$ cat src/rtl/mem_port_arbiter.sv
// mem_port_arbiter: two-requester (cpu/dbg) arbiter for a single memory bank port with round-robin fairness, a bounded debug lock and registered read return.
// Ports: clk, rst_n (async active-low); cpu_*/dbg_* request, we, addr, wdata inputs; dbg_lock;
//        cpu_gnt/dbg_gnt (combinational), cpu_rvalid/dbg_rvalid + cpu_rdata/dbg_rdata (registered);
//        mem_address, mem_data_in, mem_write_enable to the bank, mem_data_out from the bank.
module mem_port_arbiter #(
  parameter int ADDR_WIDTH = 5,
  parameter int DATA_WIDTH = 8,
  parameter int LOCK_MAX   = 16
) (
  input  logic                  clk,
  input  logic                  rst_n,
  input  logic                  cpu_req,
  input  logic                  cpu_we,
  input  logic [ADDR_WIDTH-1:0] cpu_addr,
  input  logic [DATA_WIDTH-1:0] cpu_wdata,
  input  logic                  dbg_req,
  input  logic                  dbg_we,
  input  logic [ADDR_WIDTH-1:0] dbg_addr,
  input  logic [DATA_WIDTH-1:0] dbg_wdata,
  input  logic                  dbg_lock,
  output logic                  cpu_gnt,
  output logic                  dbg_gnt,
  output logic                  cpu_rvalid,
  output logic                  dbg_rvalid,
  output logic [DATA_WIDTH-1:0] cpu_rdata,
  output logic [DATA_WIDTH-1:0] dbg_rdata,
  output logic [ADDR_WIDTH-1:0] mem_address,
  output logic [DATA_WIDTH-1:0] mem_data_in,
  output logic                  mem_write_enable,
  input  logic [DATA_WIDTH-1:0] mem_data_out
);
  localparam int CW = $clog2(LOCK_MAX + 1);
  localparam logic [CW-1:0] LMAX = CW'(LOCK_MAX);
  typedef enum logic [1:0] {OPEN, LOCKED, COOLDOWN} state_t;
  state_t state_q, state_d;
  logic [CW-1:0] lock_cnt_q, lock_cnt_d, lock_cnt_inc;
  logic last_dbg_q, last_dbg_d;
  logic cpu_rvalid_q, cpu_rvalid_d, dbg_rvalid_q, dbg_rvalid_d;
  logic [DATA_WIDTH-1:0] cpu_rdata_q, cpu_rdata_d, dbg_rdata_q, dbg_rdata_d;
  logic held, cool;
  always_comb begin
    held = (state_q == LOCKED) && dbg_lock;
    cool = state_q == COOLDOWN;
    // Grants are gated by rst_n so an asserted reset kills an in-flight access immediately.
    cpu_gnt = rst_n && cpu_req && !held && (cool || !dbg_req || last_dbg_q);
    dbg_gnt = rst_n && dbg_req && !cool && (held || !cpu_req || !last_dbg_q);
    mem_address = cpu_gnt ? cpu_addr : dbg_gnt ? dbg_addr : '0;
    mem_data_in = cpu_gnt ? cpu_wdata : dbg_gnt ? dbg_wdata : '0;
    mem_write_enable = (cpu_gnt && cpu_we) || (dbg_gnt && dbg_we);
    last_dbg_d = cpu_gnt ? 1'b0 : dbg_gnt ? 1'b1 : last_dbg_q;
    cpu_rvalid_d = cpu_gnt && !cpu_we;
    dbg_rvalid_d = dbg_gnt && !dbg_we;
    cpu_rdata_d = cpu_rvalid_d ? mem_data_out : cpu_rdata_q;
    dbg_rdata_d = dbg_rvalid_d ? mem_data_out : dbg_rdata_q;
    lock_cnt_inc = lock_cnt_q + 1'b1;
    state_d = OPEN;
    lock_cnt_d = '0;
    // The counter counts lock grants including the one that opened the lock, so the
    // LOCK_MAX-th consecutive locked cycle is the last before the forced release.
    if (held) begin
      lock_cnt_d = lock_cnt_inc;
      state_d = (lock_cnt_inc == LMAX) ? COOLDOWN : LOCKED;
    end else if (!cool && dbg_gnt && dbg_lock) begin
      lock_cnt_d = CW'(1);
      state_d = (LMAX == CW'(1)) ? COOLDOWN : LOCKED;
    end
  end
  always_ff @(posedge clk or negedge rst_n) begin
    if (!rst_n) begin
      state_q <= OPEN;
      lock_cnt_q <= '0;
      last_dbg_q <= 1'b1;
      cpu_rvalid_q <= 1'b0;
      dbg_rvalid_q <= 1'b0;
      cpu_rdata_q <= '0;
      dbg_rdata_q <= '0;
    end else begin
      state_q <= state_d;
      lock_cnt_q <= lock_cnt_d;
      last_dbg_q <= last_dbg_d;
      cpu_rvalid_q <= cpu_rvalid_d;
      dbg_rvalid_q <= dbg_rvalid_d;
      cpu_rdata_q <= cpu_rdata_d;
      dbg_rdata_q <= dbg_rdata_d;
    end
  end
  assign cpu_rvalid = cpu_rvalid_q;
  assign dbg_rvalid = dbg_rvalid_q;
  assign cpu_rdata = cpu_rdata_q;
  assign dbg_rdata = dbg_rdata_q;
endmodule

$ cat config.mk
export PLATFORM = sky130hd
export DESIGN_NAME = mem_port_arbiter
export DESIGN_NICKNAME = d
export VERILOG_FILES = /design/src/rtl/mem_port_arbiter.sv
export SDC_FILE = /design/constraint.sdc
export NUM_CORES = 1
export LEC_CHECK = 0
export CELL_PAD_IN_SITES_DETAIL_PLACEMENT = 1
export CELL_PAD_IN_SITES_GLOBAL_PLACEMENT = 2
export CORE_MARGIN = 2
export CORE_UTILIZATION = 22
export CTS_CLUSTER_DIAMETER = 100
export CTS_CLUSTER_SIZE = 10
export DETAILED_ROUTE_END_ITERATION = 10
export GPL_TIMING_DRIVEN = 1
export PLACE_DENSITY = 0.88
export SYNTH_ARGS = -nofsm -noshare
export SYNTH_HDL_FRONTEND = slang
export SYNTH_SLANG_ARGS = --single-unit
$ cat constraint.sdc
create_clock -name clk -period 2.85 [get_ports clk]
set_clock_uncertainty 0.1 [all_clocks]
set_input_delay 0.7125 -clock clk [delete_from_list [all_inputs] [get_ports clk]]
set_output_delay 0.7125 -clock clk [all_outputs]
set_load 0.05 [all_outputs]
# Yosys cells after proc, flatten, opt, wreduce, memory -nomap -nowiden

Cells that the tools add are included.
W data, S select, Z words.

Reductions and logical operators: 26
Multiplexer cells: 11
Equal/unequal tests: 3
Add/subtract/negate cells: 1

Operators with widths:

| cell                  | count |
|---|---|
| $mux W8               | 2 |
| $mux W5               | 3 |
| $logic_and A1 B1 Y1   | 13 |
| $logic_not A1 Y1      | 7 |
| $add A5 B1 Y5 const B | 1 |
| $eq A5 B5 Y1 const B  | 1 |
| $logic_or A1 B1 Y1    | 5 |
| $mux W1               | 4 |
| $mux W2               | 2 |
| $eq A2 B1 Y1 const B  | 1 |
| $eq A2 B2 Y1 const B  | 1 |
| $reduce_bool A2 Y1    | 1 |

Input port bits: 41
Flip-flop bits (word level): 26
Output and inout port bits: 34
Word-level logic and storage cells: 48

# Depth between registers and ports, before layout

Depth after elaboration: 9
Depth in mapped cells: 5
Mapped depth without buffers: 4

# Worst setup path before layout

Ideal clock, no wire load.

Path kind: input port to output port
Start: in dbg_lock
End: out mem_address[2]
Path buffers: 2
Data required time: 2.037 ns
Arrival: 2.557 ns
Cell stages on the path: 5
Path slack: -0.520 ns
Cells stage by stage: and3b_1 > clkbuf_1 > a211oi_2 > clkbuf_1 > a22o_1

Elaborated cells between the ends (all ways): 9
Classes of those cells: mux (2); reduce/logical (7)

RTL lines:

| what                             | RTL line | RTL |
|---|---|---|
| start: declaration               | 20       | `input logic dbg_lock,` |
| $logic_and A1 B1 Y1              | 42       | `held = (state_q == LOCKED) && dbg_lock;` |
| $logic_not A1 Y1                 | 45       | `cpu_gnt = rst_n && cpu_req && !held && (cool \|\| !dbg_req \|\| last_dbg_q);` |
| $logic_and A1 B1 Y1 (2 in a row) | 45       |  |
| via cpu_gnt                      | 21       | `output logic cpu_gnt,` |
| $mux W5                          | 47       | `mem_address = cpu_gnt ? cpu_addr : dbg_gnt ? dbg_addr : '0;` |
| end: declaration                 | 27       | `output logic [ADDR_WIDTH-1:0] mem_address,` |

The timed path passes the listed nets, and every way through them passes these cells.

# Worst setup path in the final report

Start: in dbg_lock
End: out mem_address[0]

Longest elaborated chain between the ends: 6
Elaborated cells between the ends (all ways): 9
Classes of those cells: mux (2); reduce/logical (7)

RTL lines:

| what                            | RTL line | RTL |
|---|---|---|
| $logic_and A1 B1 Y1 (*)         | 42       |  |
| $logic_or A1 B1 Y1 (2 in a row) | 46       | `dbg_gnt = rst_n && dbg_req && !cool && (held \|\| !cpu_req \|\| !last_dbg_q);` |
| $logic_and A1 B1 Y1             | 46       |  |
| $mux W5                         | 47       |  |
| $mux W5 (*)                     | 47       |  |

Every way passes the cells marked *; elsewhere a longest branch is shown, timed or not.

==> summary.txt <==
Route
  • First-pass iteration count of the detailed router: 4
  • Vias: roughly 1,200
  • DRC errors left: 0
  • Initial drt markers: 19
  • Final WL: a little under 4 mm
  • Post-route ant nets: 0
  • Via/cell ratio: 4.57
  • DR WL/cell: ~15 um

Power
  • Logic gate share of total power: 50.6%
  • Int Power: approximately 880 uW
  • P_leak: around 1.0 nW
  • Peak supply drop: between 400 and 500 uV
  • Power Dens Cells: 574 mW/mm2
  • Clock Power Share: between 10% and 20%
  • Sequential power share: between 30% and 40%
  • Total Power: 1.44 mW
  • Psw: 560 uW
  • Sw frac: 38.9%

Synth
  • Yosys reg bits: 26
  • Most used flip-flop cell after synthesis: dfrtp_1
  • Seq/Total Area, Yosys: approximately half
  • Syn_area_per_cell: around 13 um2
  • Post-synth top cells: dfrtp_1 (25), mux2_2 (15), a22o_1 (14)
  • Syn. warnings: 0
  • Dominant cells by area after synthesis: dfrtp_1 (48%), mux2_2 (13%), a22o_1 (9.4%), a2111oi_4 (4.2%), dfstp_2 (2.0%)
  • Post-synth top area share: roughly 48%
  • Most numerous cell in the Yosys netlist: dfrtp_1
  • Post-Syn Instances: ~100
  • Synth async-reset ratio: 100%
  • Distinct cells, synth: 32
  • Post-Syn Area: about 0.0013 mm2
  • Post-synth top area cell: dfrtp_1
  • Synth Net Count: approximately 150
  • Number of flops mapped to enable cells by yosys: 0

Finish
  • Share of cells above drive strength 1: a little over a third
  • FF+latch area: about 650 um2
  • Fillers: approximately 610
  • Final Cell Area: between 0.002 and 0.003 mm2
  • Nets: about 240
  • Area occupied by multi-input gates: about 680 um2
  • # diodes: 0
  • Area delta synth->final: 91.9%

Worst setup path
  • Flop-to-flop setup slack: ~910 ps
  • Worst r2r dst: dbg_rdata[6]$_DFFE_PN0P_
  • Worst R2R Path Depth: 5
  • Crit path launch: dbg_lock
  • Worst reg2reg startpoint: state_q[1]$_DFF_PN0_
  • Required @ worst endpoint: between 2000 and 2500 ps
  • Slowest CP cell: dlygate4sd2_1
  • Critical Path Sink: mem_address[0]
  • Chain of cells forming the critical path: dlygate4sd2_1 > and3b_1 > a211oi_4 > buf_6 > a22o_1 > buf_12
  • Startpoint Class: input pin
  • Crit-path max FO: 8
  • Worst Path Arrival: ~1900 ps
  • Largest stage delay, worst path: 250 ps
  • CP Class: input pin to output pin
  • Crit path capture type: output pin

Global route
  • Pin count of the biggest net entering global routing: 27
  • Global route overflow: 0
  • Tot GR Track Use: between 10% and 20%
  • Vias in the first global route: 1,364
  • First-pass GRT wire length: ~6.3 mm
  • Initial antenna violation count: 0

Timing
  • Final setup viols: 0
  • FMAX: 365 MHz
  • Pins over their slew limit: 0
  • Worst slew margin: 65.4%
  • RSZ-0062 raised after global routing: false
  • Period minus WS final: approximately 2700 ps
  • Worst-margin pin slew: 518 ps
  • Crit share post-route: around 96%
  • Final Hold Vio Count: 0

Floorplanning
  • Top Ports: 75
  • Row count: 28
  • Die X: 81.0 um
  • Die footprint: about 0.0066 mm2
  • Initial core utilization: ~22%
  • DIE HEIGHT: between 80 and 90 um
  • Core area: just under 0.006 mm2

CTS
  • Worst skew pair latency: between 200 and 300 ps
  • Clock sink count: 26
  • H-tree levels: 1
  • CTS tree: built
  • Post-CTS Hold Fix Bufs: 0
  • Worst-path clk slew: around 80 ps
  • Root buf cell: clkbuf_8
  • Largest buffer count on any clock path: 2
  • Setup bufs post-CTS: 0
  • Num CTS Buffers: 3

Outcome
  • Status: finished clean

Min path
  • Worst hold path class: flop to flop

Place
  • Cell Area, Placed: 0.00240 mm2
  • HPWL Detailed: 3.16 mm
  • Port bufs: 74
  • Routability congestion estimate: ~0.8

Run
  • Max Cap Viol: 0
critical path, delay by kind of cell:
kind	cells	cell delay (ps)
AO/OA/AOI/OAI	2	430
buffers and inverters	3	570
AND/OR/NAND/NOR	1	200
logic make-up after synthesis:
kind of cell,Yosys count,synth area share (%)
adders and majority gates,2,1.92
and+or+nand+nor,24,10.9
xor gates and xnor gates,3,2.01
buffers and inverters,5,1.53
DFF,26,50.0
AOI/OAI and AO/OA,26,19.8
muxes,16,13.8
layout by cell type (no fill, tap or decap), types with 3 or more instances in the layout:
cell             Yosys  final
clkdlybuf4s50_1      0     54
buf_12               0     16
nand3_1              3      3
buf_4                0     14
dfrtp_1             25     25
dlygate4sd2_1        0      4
mux2_2              15     15
a22o_2               0      9
nand2b_1             3      3
clkbuf_8             0      4
a22o_1              14      5
metal layers:
metal  vias to the layer above  global-route usage (%)  part of all wire (%)
met5                         -                       0                     0
met4                         0                    4.07                   1.2
met3                         4                    2.67                    10
met2                        59                    22.3                    48
met1                       590                    14.2                    41
li1                        568                       -                     -
power by group through the flow:
stage | logic [mW] | registers, mW | clock network, mW
after detailed placement | 0.722 | 0.486 | 0
after floorplan | 0.181 | 0.704 | 0
final | 0.728 | 0.481 | 0.230
after global routing | 0.758 | 0.493 | 0.256
after CTS | 0.735 | 0.483 | 0.240
after global placement | 0.715 | 0.486 | 0
per-stage QoR:
stage	util, %	hold WS, ps	setup WS, ps	TNS [ps]	instances
6_report	43.1	412	112	0	267
5_1_grt	43.1	437	24.8	0	267
4_1_cts	43.1	419	81.9	0	267
3_5_place_dp	41.4	399	-139	-1790	261
3_3_place_gp	41.4	391	-124	-1680	261
2_1_floorplan	-	317	20.6	0	102
cell type report:
cell class | count | area share (%)
clock buffers | 4 | 2.20
inverters | 1 | 0.150
multi-input cells | 71 | 27.0
flip-flops and latches | 26 | 26.0
well taps | 75 | 3.75
repair buffers | 90 | 40.9
sequential cells by signal, summed over array words and instances (netlist names):
name and cells:
cpu_rvalid 1, lock_cnt_q 5, cpu_rdata 8, state_q 2, dbg_rvalid 1, last_dbg_q 1
dbg_rdata 8
how the worst min path moves through the flow:
stage	slack (ps)	cells after the start	endpoint	start
6_report	410	1	cpu_rdata[2]$_DFFE_PN0P_	cpu_rdata[2]$_DFFE_PN0P_
5_1_grt	440	1	cpu_rdata[5]$_DFFE_PN0P_	cpu_rdata[5]$_DFFE_PN0P_
4_1_cts	420	1	cpu_rdata[2]$_DFFE_PN0P_	cpu_rdata[2]$_DFFE_PN0P_
3_5_place_dp	400	1	cpu_rdata[2]$_DFFE_PN0P_	cpu_rdata[2]$_DFFE_PN0P_
3_3_place_gp	390	1	cpu_rdata[0]$_DFFE_PN0P_	cpu_rdata[0]$_DFFE_PN0P_
2_1_floorplan	320	0	cpu_rdata[0]$_DFFE_PN0P_	rst_n
what timing repair did:
| item | in CTS | in global routing |
|---|---|---|
| endpoints found under the setup margin | 16 | 0 |
| gates resized for setup | 14 | 0 |
| endpoints found under the hold margin | 0 | 0 |
(Power assumes the default switching activity.)
